File: src/rtl/i2s_stereo_capture.sv
// rtl/i2s_stereo_capture.sv - I2S master receiver: SCK/WS generation and sample capture
//
// Generates SCK and WS for an I2S MEMS microphone, deserialises the data
// line and hands finished samples to a valid/ready stream. Supports stereo,
// left-only, right-only and mono (average of L and R) capture.
//
// Ports:
//   i_clk, i_rst        system clock, asynchronous active-high reset
//   i_enable            1 = run the interface, 0 = idle with SCK/WS low
//   i_mode              00 stereo, 01 left, 10 right, 11 mono (L+R)/2
//   o_i2s_clk           SCK to the mic
//   o_i2s_ws            word select, 0 = left slot, 1 = right slot
//   i_i2s_sd            serial data from the mic (asynchronous)
//   o_sample_data       captured sample, signed, DATA_SIZE bits
//   o_sample_channel    0 = left or mono, 1 = right
//   o_sample_valid      stream valid; accepted when valid and ready
//   i_sample_ready      stream ready
//   o_overflow          sticky flag: a sample was dropped
//   i_overflow_clr      clears o_overflow (a new drop wins)
module i2s_stereo_capture #(
   parameter int DATA_SIZE    = 24,
   parameter int SLOT_BITS    = 32,
   parameter int CLK_FREQ     = 100_000_000,
   parameter int I2S_CLK_FREQ = 1_500_000
) (
   input  logic                 i_clk,
   input  logic                 i_rst,
   input  logic                 i_enable,
   input  logic [1:0]           i_mode,
   output logic                 o_i2s_clk,
   output logic                 o_i2s_ws,
   input  logic                 i_i2s_sd,
   output logic [DATA_SIZE-1:0] o_sample_data,
   output logic                 o_sample_channel,
   output logic                 o_sample_valid,
   input  logic                 i_sample_ready,
   output logic                 o_overflow,
   input  logic                 i_overflow_clr
);
   localparam int CLK_DIV = CLK_FREQ / (2 * I2S_CLK_FREQ);
   localparam int DIV_W   = $clog2(CLK_DIV);
   localparam int FRAME   = 2 * SLOT_BITS;
   localparam int BC_W    = $clog2(FRAME);

   logic [DIV_W-1:0]     r_div;
   logic                 r_sck;
   logic                 r_ws;
   logic [BC_W-1:0]      r_bc;
   logic                 r_sd_meta;
   logic                 r_sd_sync;
   logic [DATA_SIZE-1:0] r_shift;
   logic [1:0]           r_mode;
   logic                 r_fresh;
   logic [DATA_SIZE-1:0] r_left_hold;
   logic                 r_left_ok;
   logic [DATA_SIZE-1:0] r_data;
   logic                 r_chan;
   logic                 r_valid;
   logic                 r_ovf;

   logic                 w_wrap;
   logic                 w_rise;
   logic                 w_fall;
   logic                 w_right;
   logic [BC_W-1:0]      w_slot;
   logic                 w_bc_last;
   logic [BC_W-1:0]      w_bc_next;
   logic [DATA_SIZE-1:0] w_word;
   logic                 w_done;
   logic signed [DATA_SIZE:0] w_sum;
   logic [DATA_SIZE-1:0] w_avg;
   logic                 w_emit;
   logic [DATA_SIZE-1:0] w_emit_data;
   logic                 w_emit_chan;
   logic                 w_accept;

   assign w_wrap    = i_enable && (r_div == DIV_W'(CLK_DIV - 1));
   assign w_rise    = w_wrap && !r_sck;
   assign w_fall    = w_wrap && r_sck;
   assign w_right   = (r_bc >= BC_W'(SLOT_BITS));
   assign w_slot    = w_right ? (r_bc - BC_W'(SLOT_BITS)) : r_bc;
   assign w_bc_last = (r_bc == BC_W'(FRAME - 1));
   assign w_bc_next = w_bc_last ? '0 : r_bc + 1'b1;
   // Shift register contents including the bit arriving on this rise.
   assign w_word    = (r_shift << 1) | DATA_SIZE'(r_sd_sync);
   assign w_done    = w_rise && (w_slot == BC_W'(DATA_SIZE));
   // One extra bit of headroom so full-scale L+R cannot wrap.
   assign w_sum     = $signed({r_left_hold[DATA_SIZE-1], r_left_hold})
                    + $signed({w_word[DATA_SIZE-1], w_word});
   assign w_avg     = DATA_SIZE'(w_sum >>> 1);
   assign w_accept  = r_valid && i_sample_ready;

   always_comb begin
      w_emit      = 1'b0;
      w_emit_data = w_word;
      w_emit_chan = w_right;
      if (w_done) begin
         case (r_mode)
            2'b00: w_emit = 1'b1;
            2'b01: w_emit = !w_right;
            2'b10: w_emit = w_right;
            default: begin
               if (w_right && r_left_ok) begin
                  w_emit      = 1'b1;
                  w_emit_data = w_avg;
                  w_emit_chan = 1'b0;
               end
            end
         endcase
      end
   end

   // SCK divider, bit counter and word select
   always_ff @(posedge i_clk or posedge i_rst) begin
      if (i_rst) begin
         r_div <= '0;
         r_sck <= 1'b0;
         r_bc  <= '0;
         r_ws  <= 1'b0;
      end else if (!i_enable) begin
         r_div <= '0;
         r_sck <= 1'b0;
         r_bc  <= '0;
         r_ws  <= 1'b0;
      end else begin
         if (w_wrap) begin
            r_div <= '0;
            r_sck <= !r_sck;
         end else begin
            r_div <= r_div + 1'b1;
         end
         if (w_fall) begin
            r_bc <= w_bc_next;
            r_ws <= (w_bc_next >= BC_W'(SLOT_BITS));
         end
      end
   end

   always_ff @(posedge i_clk or posedge i_rst) begin
      if (i_rst) begin
         r_sd_meta <= 1'b0;
         r_sd_sync <= 1'b0;
      end else begin
         r_sd_meta <= i_i2s_sd;
         r_sd_sync <= r_sd_meta;
      end
   end

   // Capture path: shift register, mode latch and mono left hold.
   // r_fresh makes the first enabled cycle after idle/reset act as a frame start.
   always_ff @(posedge i_clk or posedge i_rst) begin
      if (i_rst) begin
         r_shift     <= '0;
         r_mode      <= 2'b00;
         r_fresh     <= 1'b1;
         r_left_hold <= '0;
         r_left_ok   <= 1'b0;
      end else if (!i_enable) begin
         r_shift     <= '0;
         r_fresh     <= 1'b1;
         r_left_hold <= '0;
         r_left_ok   <= 1'b0;
      end else begin
         if (r_fresh) begin
            r_mode  <= i_mode;
            r_fresh <= 1'b0;
         end else if (w_fall && w_bc_last) begin
            r_mode    <= i_mode;
            r_left_ok <= 1'b0;
         end
         if (w_rise) begin
            if (w_slot == '0) begin
               r_shift <= '0;
            end else if (w_slot <= BC_W'(DATA_SIZE)) begin
               r_shift <= w_word;
            end
         end
         if (w_done && (r_mode == 2'b11)) begin
            if (!w_right) begin
               r_left_hold <= w_word;
               r_left_ok   <= 1'b1;
            end else begin
               r_left_ok   <= 1'b0;
            end
         end
      end
   end

   // Output stream; a pending sample survives enable going low.
   always_ff @(posedge i_clk or posedge i_rst) begin
      if (i_rst) begin
         r_data  <= '0;
         r_chan  <= 1'b0;
         r_valid <= 1'b0;
         r_ovf   <= 1'b0;
      end else begin
         if (w_emit && (!r_valid || w_accept)) begin
            r_data  <= w_emit_data;
            r_chan  <= w_emit_chan;
            r_valid <= 1'b1;
         end else if (w_accept) begin
            r_valid <= 1'b0;
         end
         if (w_emit && r_valid && !w_accept) begin
            r_ovf <= 1'b1;
         end else if (i_overflow_clr) begin
            r_ovf <= 1'b0;
         end
      end
   end

   assign o_i2s_clk        = r_sck;
   assign o_i2s_ws         = r_ws;
   assign o_sample_data    = r_data;
   assign o_sample_channel = r_chan;
   assign o_sample_valid   = r_valid;
   assign o_overflow       = r_ovf;

endmodule

File: config.mk
export PLATFORM = sky130hd
export DESIGN_NAME = i2s_stereo_capture
export DESIGN_NICKNAME = d
export VERILOG_FILES = /design/src/rtl/i2s_stereo_capture.sv
export SDC_FILE = /design/constraint.sdc
export NUM_CORES = 1
export LEC_CHECK = 0
export ABC_AREA = 0
export CAP_MARGIN = 40
export CORE_MARGIN = 8
export CORE_UTILIZATION = 40
export DETAILED_ROUTE_END_ITERATION = 16
export PLACE_DENSITY = 0.65
export SLEW_MARGIN = 10
export SYNTH_ARGS = -nofsm -noshare
export SYNTH_HDL_FRONTEND = slang
export SYNTH_SLANG_ARGS = --single-unit
File: constraint.sdc
create_clock -name i_clk -period 4 [get_ports i_clk]
set_input_delay 0.8 -clock i_clk [delete_from_list [all_inputs] [get_ports i_clk]]
set_output_delay 0.8 -clock i_clk [all_outputs]
set_load 0.03 [all_outputs]
==> results.toml <==
[run_status]
status = "completed"

[detailed_routing]
antenna_left = 0
drcViolationCount = 0
firstDrtPassIters = 5
wl_um = 12240
vias = 4102
drt_iter0_drc = 353
via_per_inst = 5.397
wire_per_inst_um = 16.10

[yosys]
syn_area_mm2 = 0.005127
ys_warn_count = 0
synthArstFlopShare_pct = 100.0
synth.area.top_cells = "dfrtp_1, ha_1, nand2_1"
synth_fp_nets = 587
synth-seq-area-share_pct = 45.90
syn_inst = 551
ys_types = 58
yosysTopAreaCell = "dfrtp_1"
synth_top_area_share_pct = 45.39
ys_seq_elements = 94
synth_edf_count = 0
syn_avg_cell_area_um2 = 9.306
synth_flop_cell = "dfrtp_1"

[clock_tree]
numCtsBuffers = 9
path_clk_slew_ns = 0.07
cts-resized-gates = 0
ctsLongestPathBuffers = 2
insertion_delay_ns = 0.35
cts-root-buf = "clkbuf_16"
htree_levels = 3
cts_sinks = 94
cts_tree = "done"
cts_setup_buffers = 0
ctsHoldBuffers = 0

[timing]
rsz0062_at_grt = "false"
clock_skew_ns = 0.007221
min_period_ns = 2.936
period_share_pct = 73.39
hold_viol = 0
relSlewSlack_pct = 61.35
holdWs_ns = 0.3538
final_max_slew_viol_count = 0
setup_slack_ns = 1.064
fmaxAchievable_mhz = 340.6
final.setup.tns_ns = 0
worstMarginPinSlew_ns = 0.5790
finalSetupViolations = 0

[critical_path]
crit_slowest_cell = "clkdlybuf4s50_1"
crit_path_end_kind = "register"
crit_family = "simple AND/OR/NAND/NOR gates"
cp.required_ns = 4.22
max_stage_delay_ns = 0.70
worst-path-buf-inv = 2
worstPathCellList = "clkdlybuf4s50_1 > and4b_1 > o2111ai_1 > nand2b_4 > nor2_1 > inv_1 > o22ai_1 > a31oi_1"
path_class = "input port to register"
cp_max_fo = 33
crit_path_start_kind = "input port"
crit_arrival_ns = 3.15
reg2reg_slack_ns = 1.15

[placed_design]
dp_hpwl_um = 8504
routabilityCongestion = 0.8745
port_buffers = 36
dp_slack_ns = 0.7087
dpl.cell_count = 744

[cells_and_area]
antennaDiodeCount = 0
area_delta_synth_final_pct = 17.47
finalNetCount = 619
instances_no_fill = 760
final_util_pct = 47.92
final_common_cell = "dfrtp_1"
mostFrequentLayoutCells = "dfrtp_1, nand2_1, nor2_1"
layout-drive-gt1-share_pct = 7.313

[floorplanning]
core-area_mm2 = 0.01257
die_y_um = 129.2
die_w_um = 129.2
initial_core_util_pct = 40.80
die_area_mm2 = 0.01670
ios = 37
row_count = 41

[power]
switching_share_pct = 21.11
p_switching_mw = 0.4076
p_clk_share_pct = 47.3
p_comb_share_pct = 2.8
ir_worst_vdd_v = 0.0001782
internal_power_mw = 1.524
seqPwrFrac_pct = 49.9
leakagePower_nw = 2.678
power.density_mw_per_mm2 = 320.6

[global_route]
met2_usage_pct = 24.42
grt.busiest_layer = "met2"
grt_use_met3_pct = 2.671
grt_pass1_wl_um = 20120
grt_use_total_pct = 15.31
antenna_found_initial = 0
grt_max_degree = 35
grt_overflow = 0
grtUsageMet1_pct = 20.21
first_global_vias = 3945

[run]
drv_cap = 0

[hold_path]
worstHoldPathType = "register to register"
[kinds of logic after synthesis]
| logic type | count (synthesis) | share of synthesized area [%] |
|---|---|---|
| compound gates | 160 | 21.23 |
| simple gates | 196 | 17.25 |
| mux | 7 | 1.415 |
| flops | 94 | 45.90 |
| fa+ha+maj | 28 | 6.979 |
| xor+xnor | 23 | 3.929 |
| buf+inv | 43 | 3.294 |
[state kept, by name, indices dropped and copies added (netlist names)]
signal,cells
r_bc,6
o_sample_data,24
o_sample_valid,1
r_sd_meta,1
o_sample_channel,1
o_overflow,1
r_sd_sync,1
r_fresh,1
o_i2s_ws,1
r_shift,23
o_i2s_clk,1
r_left_hold,24
r_left_ok,1
r_mode,2
r_div,6
[worst paths after layout]
kind                            from                end  depth (start not counted)
max reg2reg                r_sd_sync  o_sample_data[21]                         10
min in group asynchronous      i_rst          r_sd_meta                          2
min reg2reg                r_sd_meta          r_sd_sync                          0
max in group asynchronous      i_rst        r_shift[11]                          3
max                         i_enable  o_sample_data[23]                          8
min                        r_sd_meta          r_sd_sync                          0
[synthesized netlist by cell type (4+ instances only)]
cell type	n
nand2_1	80
a21o_1	15
ha_1	27
xor2_1	12
xnor2_1	11
nor2_1	61
a31oi_1	7
and2_1	7
a22oi_1	27
mux2i_1	5
o21ai_1	12
clkbuf_1	20
o21ai_0	14
nand2b_1	6
nand4_1	5
buf_2	6
nor3_1	4
a21oi_1	55
inv_1	16
dfrtp_1	93
nand3_1	12
[per-stage QoR]
stage	instance area [µm²]	power (mW)
2_1_floorplan	5127	1.013
3_3_place_gp	5687	1.033
3_5_place_dp	5707	1.037
4_1_cts	6023	1.952
5_1_grt	6023	1.997
6_report	6023	1.931
[layout make-up]
class	count	area, µm²
well taps	172	215.2
fillers	1188	6545
clock buffers	11	232.7
flip-flops and latches	94	2354
repair buffers	47	467.9
inverters	17	65.06
clock inverters	5	83.83
multi-input cells	414	2605
[metal layers]
metal / wire length, µm / share of wire, %
met1: 5752 / 47
met3: 543 / 4.4
met4: 210 / 1.7
met2: 5728 / 47
met5: 0 / 0
[power by group through the flow]
stage / clock, mW / combinational [mW] / sequential [mW]
2_1_floorplan: 0 / 0.0335 / 0.980
3_3_place_gp: 0 / 0.0516 / 0.982
3_5_place_dp: 0 / 0.0548 / 0.982
4_1_cts: 0.933 / 0.0550 / 0.964
5_1_grt: 0.970 / 0.0620 / 0.965
6_report: 0.914 / 0.0533 / 0.964
Power figures use the tool's default switching activity.
